$ cat config.mk
export PLATFORM = sky130hd
export DESIGN_NAME = mod_counter
export DESIGN_NICKNAME = d
export VERILOG_FILES = /design/src/rtl/counter_pkg.sv /design/src/rtl/add.sv /design/src/rtl/mod_counter_next.sv /design/src/rtl/mod_counter.sv
export SDC_FILE = /design/constraint.sdc
export NUM_CORES = 1
export LEC_CHECK = 0
export CELL_PAD_IN_SITES_DETAIL_PLACEMENT = 2
export CELL_PAD_IN_SITES_GLOBAL_PLACEMENT = 2
export CORE_MARGIN = 2
export CORE_UTILIZATION = 28
export CTS_CLUSTER_DIAMETER = 120
export DETAILED_ROUTE_END_ITERATION = 10
export PLACE_DENSITY = 0.79
export SETUP_SLACK_MARGIN = 0.1
export SLEW_MARGIN = 30
export SYNTH_ARGS = -nofsm -noshare
export SYNTH_HDL_FRONTEND = slang
export SYNTH_SLANG_ARGS = --single-unit
$ cat constraint.sdc
create_clock -name clk -period 3.1 [get_ports clk]
set_input_delay 0.62 -clock clk [delete_from_list [all_inputs] [get_ports clk]]
set_output_delay 0.62 -clock clk [all_outputs]
set_load 0.01 [all_outputs]
$ cat src/rtl/counter_pkg.sv
// Shared constants for the datapath counters: direction and terminal-mode
// encodings plus the default datapath width.
package counter_pkg;

  localparam int DEFAULT_WIDTH = 8;

  localparam logic DIR_UP    = 1'b1;
  localparam logic DIR_DOWN  = 1'b0;

  localparam logic MODE_WRAP = 1'b0;
  localparam logic MODE_SAT  = 1'b1;

endpackage

$ cat src/rtl/add.sv
// Plain WIDTH-bit adder shared by the datapath; the carry out is discarded,
// so all arithmetic is modulo 2^WIDTH.
module add #(
  parameter int WIDTH = 8
) (
  input  logic [WIDTH-1:0] a,
  input  logic [WIDTH-1:0] b,
  output logic [WIDTH-1:0] sum
);

  assign sum = a + b;

endmodule

$ cat src/rtl/mod_counter_next.sv
// Combinational step function of the modulo counter: terminal detection and
// the candidate next count for an enabled cycle.
module mod_counter_next
  import counter_pkg::*;
#(
  parameter int WIDTH = DEFAULT_WIDTH
) (
  input  logic [WIDTH-1:0] count,
  input  logic             dir,
  input  logic             sat,
  input  logic [WIDTH-1:0] limit,
  output logic [WIDTH-1:0] next_count,
  output logic             tc,
  output logic             term_event
);

  logic [WIDTH-1:0] top;
  logic [WIDTH-1:0] step_val;
  logic [WIDTH-1:0] stepped;

  // A zero limit selects the full 2^WIDTH range.
  assign top = (limit == '0) ? '1 : limit - WIDTH'(1);

  // Adding all-ones is a decrement in modulo arithmetic.
  assign step_val = (dir == DIR_UP) ? WIDTH'(1) : '1;

  add #(.WIDTH(WIDTH)) u_add (
    .a   (count),
    .b   (step_val),
    .sum (stepped)
  );

  always_comb begin
    tc = 1'b0;
    if (dir == DIR_UP) begin
      tc = (count >= top);
    end else begin
      tc = (count == '0);
    end
  end

  assign term_event = tc;

  always_comb begin
    next_count = stepped;
    if (tc) begin
      case ({dir, sat})
        {DIR_UP,   MODE_WRAP}: next_count = '0;
        {DIR_UP,   MODE_SAT }: next_count = top;
        {DIR_DOWN, MODE_WRAP}: next_count = top;
        {DIR_DOWN, MODE_SAT }: next_count = '0;
        default:               next_count = stepped;
      endcase
    end
  end

endmodule

$ cat src/rtl/mod_counter.sv
// Runtime-modulus up/down counter with load, clear, wrap/saturate selection,
// terminal-count flag, one-cycle wrap pulse and sticky overflow.
module mod_counter
  import counter_pkg::*;
#(
  parameter int WIDTH = DEFAULT_WIDTH
) (
  input  logic             clk,
  input  logic             reset,
  input  logic             clr,
  input  logic             load,
  input  logic [WIDTH-1:0] load_val,
  input  logic             en,
  input  logic             dir,
  input  logic             sat,
  input  logic [WIDTH-1:0] limit,
  output logic [WIDTH-1:0] count,
  output logic             tc,
  output logic             wrap,
  output logic             ovf
);

  logic [WIDTH-1:0] next_count;
  logic             term_event;

  mod_counter_next #(.WIDTH(WIDTH)) u_next (
    .count      (count),
    .dir        (dir),
    .sat        (sat),
    .limit      (limit),
    .next_count (next_count),
    .tc         (tc),
    .term_event (term_event)
  );

  // Priority is clr > load > en > hold; wrap is cleared on every non-terminal edge.
  always_ff @(posedge clk or negedge reset) begin
    if (!reset) begin
      count <= '0;
      wrap  <= 1'b0;
      ovf   <= 1'b0;
    end else if (clr) begin
      count <= '0;
      wrap  <= 1'b0;
      ovf   <= 1'b0;
    end else if (load) begin
      count <= load_val;
      wrap  <= 1'b0;
    end else if (en) begin
      count <= next_count;
      wrap  <= term_event;
      if (term_event) begin
        ovf <= 1'b1;
      end
    end else begin
      wrap <= 1'b0;
    end
  end

endmodule

### Word-level counts from Yosys, hierarchy flattened

Index checks and enable logic that the tools add are counted.

| storage, ports and cells | value |
|---|---|
| register bits after elaboration | 10 |
| bits of input ports | 23 |
| output and inout bits | 11 |
| word-level logic and storage cells | 34 |

| cells by class | value |
|---|---|
| $add $sub $neg | 2 |
| order comparisons | 1 |
| equal/unequal tests | 4 |
| mux-type cells | 15 |
| reduce and logical (&&, ||, !) cells | 9 |

Operators by type and width:

| kind | count |
|---|---|
| 2-to-1 mux 8 bit | 6 |
| logical NOT 8 bit | 2 |
| one-hot mux 8 bit (2 select lines) | 1 |
| adder 8 bit | 1 |
| >= comparator 8 bit | 1 |
| 2-to-1 mux 1 bit | 8 |
| subtractor 8 x 1 -> 8 bit, second input constant | 1 |
| == test 2 bit, second input constant | 2 |
| nonzero test 2 bit | 2 |
| OR reduction 2 bit | 2 |
| AND reduction 3 bit | 1 |
| nonzero test 3 bit | 1 |
| == test 2 x 1 -> 1 bit, second input constant | 1 |
| logical NOT 2 bit | 1 |
| != test 2 bit, second input constant | 1 |

### Depth between registers and ports, before layout

Gate-level depths: netlist (run 1).

| depth | value |
|---|---|
| depth in word-level cells | 8 |
| depth in mapped cells | 14 |
| depth with buffers taken out | 13 |

### Cells and area by module

Synthesis (run 1) repeated with hierarchy kept, for this count alone.

| second synthesis, totals | value |
|---|---|
| cell total of the unflattened synthesis | 160 |
| area, all modules | 1447.6 µm² |

By module, submodules not included:

| module | instances | cells an instance | area an instance (µm²) | seq. area each (µm²) |
|---|---|---|---|---|
| mod_counter_next | 1 | 77 | 636.9 | 0.0 |
| mod_counter | 1 | 41 | 479.2 | 250.2 |
| add | 1 | 42 | 331.6 | 0.0 |

### Worst setup path after synthesis (run 1)

Ideal clock, no wire load.

| timing path | value |
|---|---|
| kind | in2out |
| start point | in limit[2] |
| end point | out tc |
| data arrival time | 2.351 ns |
| data required time | 2.480 ns |
| setup slack | 0.129 ns |
| cell stages on the path | 10 |
| buffers on the path | 1 |
| cells stage by stage | nor4_2 and2b_2 o21ai_0 nand2b_1 nand2_1 ha_1 and3_1 o211ai_1 a21oi_4 buf_4 |

| on the way | value |
|---|---|
| cells in the longest elaborated chain, start to end | 4 |
| elaborated cells on any way between the ends | 5 |
| classes of those cells | add/sub (1); order compare (1); mux (2); reduce/logical (1) |

Ends and longest elaborated chain:

| item | line | text |
|---|---|---|
| start: declaration | mod_counter.sv:16 | `input logic [WIDTH-1:0] limit,` |
| subtractor 8 x 1 -> 8 bit / logical NOT 8 bit (equally long branches) | mod_counter_next.sv:22 | `assign top = (limit == '0) ? '1 : limit - WIDTH'(1);` |
| 2-to-1 mux 8 bit (*) | mod_counter_next.sv:22 |  |
| >= comparator 8 bit (*) | mod_counter_next.sv:36 | `tc = (count >= top);` |
| 2-to-1 mux 1 bit (*) | mod_counter_next.sv:35 | `if (dir == DIR_UP) begin` |
| end: declaration | mod_counter.sv:18 | `output logic tc,` |

Mark *: on every way between the ends. The rest lies on a longest branch, timed or not.

### Final worst setup path (run 1)

| timing path | value |
|---|---|
| start point | in limit[1] |
| end point | out tc |

Same word-level chain as after synthesis.

==> flow_metrics.env, run 1 <==
export IMPL_min_period_ps=3108
export IMPL_vdd_ir_drop_max_uv=134.7
export IMPL_relSlewSlack=0.4778
export IMPL_cp_max_fo=4
export IMPL_io_buffer_count=33
export IMPL_cts_max_path_buffers=2
export IMPL_start_util=0.2914
export IMPL_clk_pin_slew_worst_paths_ps=50
export IMPL_post_route_drc_count=0
export IMPL_yosysMostFrequentCell="nor2_1"
export IMPL_syn_avg_cell_area_um2=8.185
export IMPL_numCtsBuffers=3
export IMPL_wl_um=5772
export IMPL_timing_fmax_mhz=321.8
export IMPL_drive_gt1_frac=0.3657
export IMPL_worst_slack_ps=-7.961
export IMPL_n_fill_cell=472
export IMPL_rr_startpoint="count[0]"
export IMPL_dr_pass1_iters=4
export IMPL_grt_setup_unrepaired="true"
export IMPL_setup_tns_ps=-7.961
export IMPL_r2r_slack_ps=620
export IMPL_synth_seq_cells=10
export IMPL_endpoint_kind="primary output"
export IMPL_clk_latency_ps=230
export IMPL_pin_count=34
export IMPL_holdBufCountCts=0
export IMPL_worstMarginPinSlew_ps=775.1
export IMPL_fin_util=0.4897
export IMPL_synthDistinctLibCells=48
export IMPL_syn_area_um2=1269
export IMPL_reg2reg_to="count[6]"
export IMPL_avgRoutedWirePerCell_um=21.54
export IMPL_gp_congestion=0.8246
export IMPL_die_area_um2=5086
export IMPL_violations="setup timing"
export IMPL_fp_coreArea_um2=4354
export IMPL_die_y_um=71.32
export IMPL_grt_pass1_vias=1705
export IMPL_drtIter0Drc=26
export IMPL_fin_cells=268
export IMPL_setup_violations=1
export IMPL_tritoncts="done"
export IMPL_worstSetupPathType="in -> out"
export IMPL_ys_seq_area_frac=0.1972
export IMPL_synth_largest_area_cell="dfrtp_1"
export IMPL_synthCells=155
export IMPL_power_density_nw_per_um2=312.4
export IMPL_startpoint_type="input port"
export IMPL_synth_area_leaders="dfrtp_1, ha_1, nor2_1"
export IMPL_min_path_type="reg -> reg"
export IMPL_min_to="ovf"
export IMPL_fin_area_um2=2132
export IMPL_vias=1484
export IMPL_hpwl_um=4101
export IMPL_finalCritPeriodShare=1.003
export IMPL_grt_pass1_wl_um=8949
export IMPL_gr_usage_all_layers=0.2259
export IMPL_rows=24
export IMPL_syn_nets=195
export IMPL_nNetsFinal=258
export IMPL_n_antenna_cell=0
export IMPL_finalPower_uw=666.1
export IMPL_synth_top_area_frac=0.1972
export IMPL_htreeDepth=1
export IMPL_rr_worst_depth=9
export IMPL_finClkSkew_ps=3.894
export IMPL_grt_ovfl_total=0
export IMPL_whs_path_depth=2
export IMPL_maxCapViolCount=0
export IMPL_required_ps=2480
export IMPL_worstHoldStart="ovf"
export IMPL_synth_edf_count=0
export IMPL_clock_sinks=10
export IMPL_critical_path_arrival_ps=2490
export IMPL_root_buffer="clkbuf_8"
export IMPL_drtAntennaViolNets=0
export IMPL_synthToLayoutAreaGrowth_pct=68.05
export IMPL_vias_per_cell=5.537
export IMPL_leakagePower_uw=0.0008916
export IMPL_slew_violations=0
export IMPL_status="complete, but fails checks"
export IMPL_synthTopCellsByCount="nor2_1, ha_1, o21ai_0"
export IMPL_async_flop_share=1.000
export IMPL_dpl_cell_count=260
export IMPL_antenna_found_initial=0
export IMPL_synthFlopType="dfrtp_1"
export IMPL_die_x_um=71.32
export IMPL_dpl_instance_area_um2=1819
export IMPL_ys_warn_count=0
export IMPL_hold_violations=0
export IMPL_grt_start_max_net_pins=19
==> power by group <==
part / switching (µW) / internal, µW
sequential: 21.9 / 142
clock: 52.4 / 85.3
combinational: 183 / 181
==> per-stage QoR <==
stage / worst slack, ps / hold WS [ps]
6_report: -7.961 / 499.5
3_5_place_dp: -997.8 / 490.6
3_3_place_gp: -759.2 / 478.5
5_1_grt: -82.54 / 550.3
2_1_floorplan: 128.8 / 324.4
4_1_cts: 30.83 / 503.9
==> worst max-delay path: stages <==
cell and delay (ps):
buf_8 100, inv_6 50, ha_4 140, nor2b_4 280
o21ai_4 100, nor2_2 120, a21oi_2 60, ha_1 300
a21o_1 220, a211oi_4 270, a21oi_4 90, buf_6 130
==> flip-flops by register name, indices dropped and copies added (netlist names) <==
register  count
count         8
ovf           1
wrap          1
==> metal layers <==
layer	routed length (µm)	GRT usage	vias up
li1	-	-	704
met1	2312	0.2634	748
met2	3269	0.4455	28
met3	128	0.01266	4
met4	62	0.05241	0
met5	0	0	-
==> final cells by class <==
class                   count  area (µm²)  area share
clock buffers               3       41.29     0.01937
inverters                   8       37.54     0.01761
multi-input cells         132        1162      0.5452
flip-flops and latches     10       250.2      0.1174
well taps                  52       65.06     0.03052
repair buffers             63       575.6      0.2700
==> cell families after synthesis <==
| logic type | count (synthesis) | share of synthesized area |
|---|---|---|
| buffers and inverters | 13 | 0.04930 |
| adder cells (fa/ha/maj) | 17 | 0.1736 |
| flip-flops | 10 | 0.1972 |
| XOR/XNOR | 8 | 0.05523 |
| AO/OA/AOI/OAI | 48 | 0.2682 |
| AND/OR/NAND/NOR | 59 | 0.2564 |
==> timing repair <==
action,in CTS,in global routing
endpoints found under the setup margin,11,9
endpoints found under the hold margin,0,0
buffers inserted,6,2
pin swaps,16,16
gates resized for setup,68,18
==> layout by cell type (no fill, tap or decap), types with 3 or more instances in the layout <==
cell and instances:
buf_4 26, or3_1 5, a21oi_1 4, clkbuf_8 3, ha_1 11, a21oi_4 3
nor3_1 8, a211oi_1 4, inv_1 6, o21ai_1 3, buf_8 3, buf_6 6
a211oi_2 3, xor2_1 5, o21ai_0 9, dfrtp_1 10, nor2_1 16, nand2_1 5
clkdlybuf4s50_1 24, ha_4 5
==> worst max path at each step <==
| stage | start | to |
|---|---|---|
| after global placement | limit[2] | tc |
| final | limit[1] | tc |
| after floorplan | limit[2] | tc |
| after global routing | limit[1] | tc |
| after detailed placement | limit[1] | tc |
| after CTS | limit[4] | tc |
Note: power is estimated with default switching activity, not from simulation.
==> inputs of run 2 (changes only) <==
--- a/config.mk
+++ b/config.mk
@@ -5,13 +5,12 @@
 export SDC_FILE = /design/constraint.sdc
 export NUM_CORES = 1
 export LEC_CHECK = 0
-export CELL_PAD_IN_SITES_DETAIL_PLACEMENT = 2
-export CELL_PAD_IN_SITES_GLOBAL_PLACEMENT = 2
 export CORE_MARGIN = 2
-export CORE_UTILIZATION = 28
+export CORE_UTILIZATION = 30
 export CTS_CLUSTER_DIAMETER = 120
 export DETAILED_ROUTE_END_ITERATION = 10
-export PLACE_DENSITY = 0.79
+export PLACE_DENSITY = 0.52
+export REMOVE_ABC_BUFFERS = 1
 export SETUP_SLACK_MARGIN = 0.1
 export SLEW_MARGIN = 30
 export SYNTH_ARGS = -nofsm -noshare
==> run 2 against run 1 <==
Compared with the run above: the run now ends clean; critical path depth unchanged; critical path type unchanged; clock skew increased by 0.67 ps; first-iteration DRC count increased by 12%; clock power about the same; register-to-register slack improved by 120 ps; sequential power about the same; combinational power decreased by 14%; maximum frequency increased by 3.1%; global-route usage decreased by 4.3 points; utilization decreased by 0.30 points; cell count decreased by 0.75%; non-clock buffer count unchanged; highest routed layer unchanged.
==> flow_metrics.env, run 2 (synthesis results as in run 1) <==
export IMPL_status="finished, final reports clean"
export IMPL_dpl_cell_count=255
export IMPL_leakagePower_uw=0.0008671
export IMPL_seqCellArea_um2=250.2
export IMPL_dr_pass1_iters=4
export IMPL_place_ws_ps=-857.8
export IMPL_vdd_ir_drop_max_uv=127.9
export IMPL_min_to="ovf"
export IMPL_gp_congestion=0.8585
export IMPL_rows=23
export IMPL_post_route_drc_count=0
export IMPL_endpoint_kind="primary output"
export IMPL_vias_per_cell=5.338
export IMPL_min_path_type="reg -> reg"
export IMPL_relSlewSlack=0.5180
export IMPL_final_cell_mix="buf_4, clkdlybuf4s50_1, nor2_1"
export IMPL_power_density_nw_per_um2=313.1
export IMPL_worstHoldStart="ovf"
export IMPL_whs_path_depth=2
export IMPL_finClkSkew_ps=4.563
export IMPL_holdBufCountCts=0
export IMPL_worstSetupPathType="in -> out"
export IMPL_maxCapViolCount=0
export IMPL_die_y_um=69.03
export IMPL_fin_area_um2=1961
export IMPL_gr_usage_all_layers=0.1829
export IMPL_grt_start_max_net_pins=19
export IMPL_p_seq_frac=0.264
export IMPL_root_buffer="clkbuf_8"
export IMPL_htreeDepth=1
export IMPL_grt_ovfl_total=0
export IMPL_finalPower_uw=613.9
export IMPL_r2r_slack_ps=740
export IMPL_clock_power_share=0.226
export IMPL_tritoncts="done"
export IMPL_switching_share=0.3660
export IMPL_reg_largest_list="count x8, ovf x1, wrap x1"
export IMPL_cp_max_fo=4
export IMPL_final_common_cell="buf_4"
export IMPL_n_fill_cell=410
export IMPL_switchingPower_uw=224.7
export IMPL_die_area_um2=4765
export IMPL_setup_violations=0
export IMPL_drive_gt1_frac=0.3102
export IMPL_hold_violations=0
export IMPL_start_util=0.3149
export IMPL_required_ps=2480
export IMPL_p_comb_frac=0.509
export IMPL_fp_coreArea_um2=4029
export IMPL_timing_fmax_mhz=331.7
export IMPL_fin_cells=266
export IMPL_avgRoutedWirePerCell_um=15.64
export IMPL_fin_util=0.4866
export IMPL_cts_max_path_buffers=2
export IMPL_dpl_instance_area_um2=1794
export IMPL_synthToLayoutAreaGrowth_pct=54.54
export IMPL_finalCritPeriodShare=0.9725
export IMPL_vias=1420
export IMPL_clk_latency_ps=240
export IMPL_drtAntennaViolNets=0
export IMPL_nNetsFinal=258
export IMPL_min_period_ps=3015
export IMPL_worst_slack_ps=85.19
export IMPL_grt_setup_unrepaired="true"
export IMPL_wl_um=4159
export IMPL_largest_register="count"
export IMPL_grt_pass1_vias=1563
export IMPL_grt_pass1_wl_um=7134
export IMPL_drtIter0Drc=29
export IMPL_die_x_um=69.03
export IMPL_p_int_uw=389.2
export IMPL_largest_reg_flops=8
export IMPL_io_buffer_count=33
export IMPL_clk_pin_slew_worst_paths_ps=50
export IMPL_rr_startpoint="count[0]"
export IMPL_multi_input_area_um2=1035
export IMPL_startpoint_type="input port"
export IMPL_slew_violations=0
export IMPL_clock_sinks=10
export IMPL_reg2reg_to="count[6]"
export IMPL_hpwl_um=3181
export IMPL_critical_path_arrival_ps=2390
export IMPL_n_antenna_cell=0
export IMPL_antenna_found_initial=0
export IMPL_rr_worst_depth=9
export IMPL_pin_count=34
export IMPL_numCtsBuffers=3
export IMPL_worstMarginPinSlew_ps=715.4
-- run 2: power groups by stage --
stage | registers [µW] | clock network, µW | logic (µW)
final | 162 | 139 | 313
after global routing | 165 | 148 | 347
after CTS | 162 | 139 | 305
after detailed placement | 163 | 0 | 291
after global placement | 164 | 0 | 282
after floorplan | 162 | 0 | 157
-- run 2: layer usage --
| layer | vias to the layer above | routed length [µm] | GRT usage |
|---|---|---|---|
| met1 | 676 | 1840 | 0.2283 |
| met3 | 8 | 143 | 0.02193 |
| met4 | 0 | 61 | 0.05664 |
| met5 | - | 0 | 0 |
| li1 | 698 | - | - |
| met2 | 38 | 2114 | 0.3259 |
-- run 2: cell type report --
cell class,instances,share of cell area
clock buffer,3,0.02106
multi-input combinational,132,0.5278
tap,50,0.03191
timing repair buffer,63,0.2763
sequential,10,0.1276
inverter,8,0.01532
-- run 2: how the worst max path moves through the flow --
stage | from | slack (ps) | endpoint | cells after the start
after floorplan | limit[2] | 200 | tc | 9
after global placement | limit[0] | -800 | tc | 12
after detailed placement | limit[0] | -860 | tc | 12
after CTS | limit[0] | 100 | tc | 10
after global routing | limit[3] | -20 | tc | 10
final | limit[0] | 90 | tc | 12
-- run 2: through the flow --
| step | hold WS, ps | setup TNS (ps) |
|---|---|---|
| 6_report | 503.7 | 0 |
| 4_1_cts | 512.2 | 0 |
| 2_1_floorplan | 324.4 | 0 |
| 3_3_place_gp | 481.3 | -5003 |
| 3_5_place_dp | 501.9 | -5725 |
| 5_1_grt | 562.7 | -18.37 |
-- run 2: timing repair --
item	CTS	global route
setup endpoints to repair	11	4
setup buffers	7	1
gates resized for setup	51	5
pin swaps	13	5
-- run 2: worst max-delay path: stages --
cell and delay (ps):
buf_2 110, inv_2 50, ha_4 160, nor2b_4 140, o21ai_2 130, nor2_1 60
a21oi_2 150, ha_1 270, a21o_1 190, a211oi_2 280, a21oi_4 90, buf_6 130
==> inputs of run 3 (changes only) <==
--- a/config.mk
+++ b/config.mk
@@ -9,6 +9,7 @@
 export CORE_UTILIZATION = 30
 export CTS_CLUSTER_DIAMETER = 120
 export DETAILED_ROUTE_END_ITERATION = 10
+export HOLD_SLACK_MARGIN = 0.15
 export PLACE_DENSITY = 0.52
 export REMOVE_ABC_BUFFERS = 1
 export SETUP_SLACK_MARGIN = 0.1
==> results of run 3 <==
No change in the layout: final DEF, timing and power equal those of run 2.
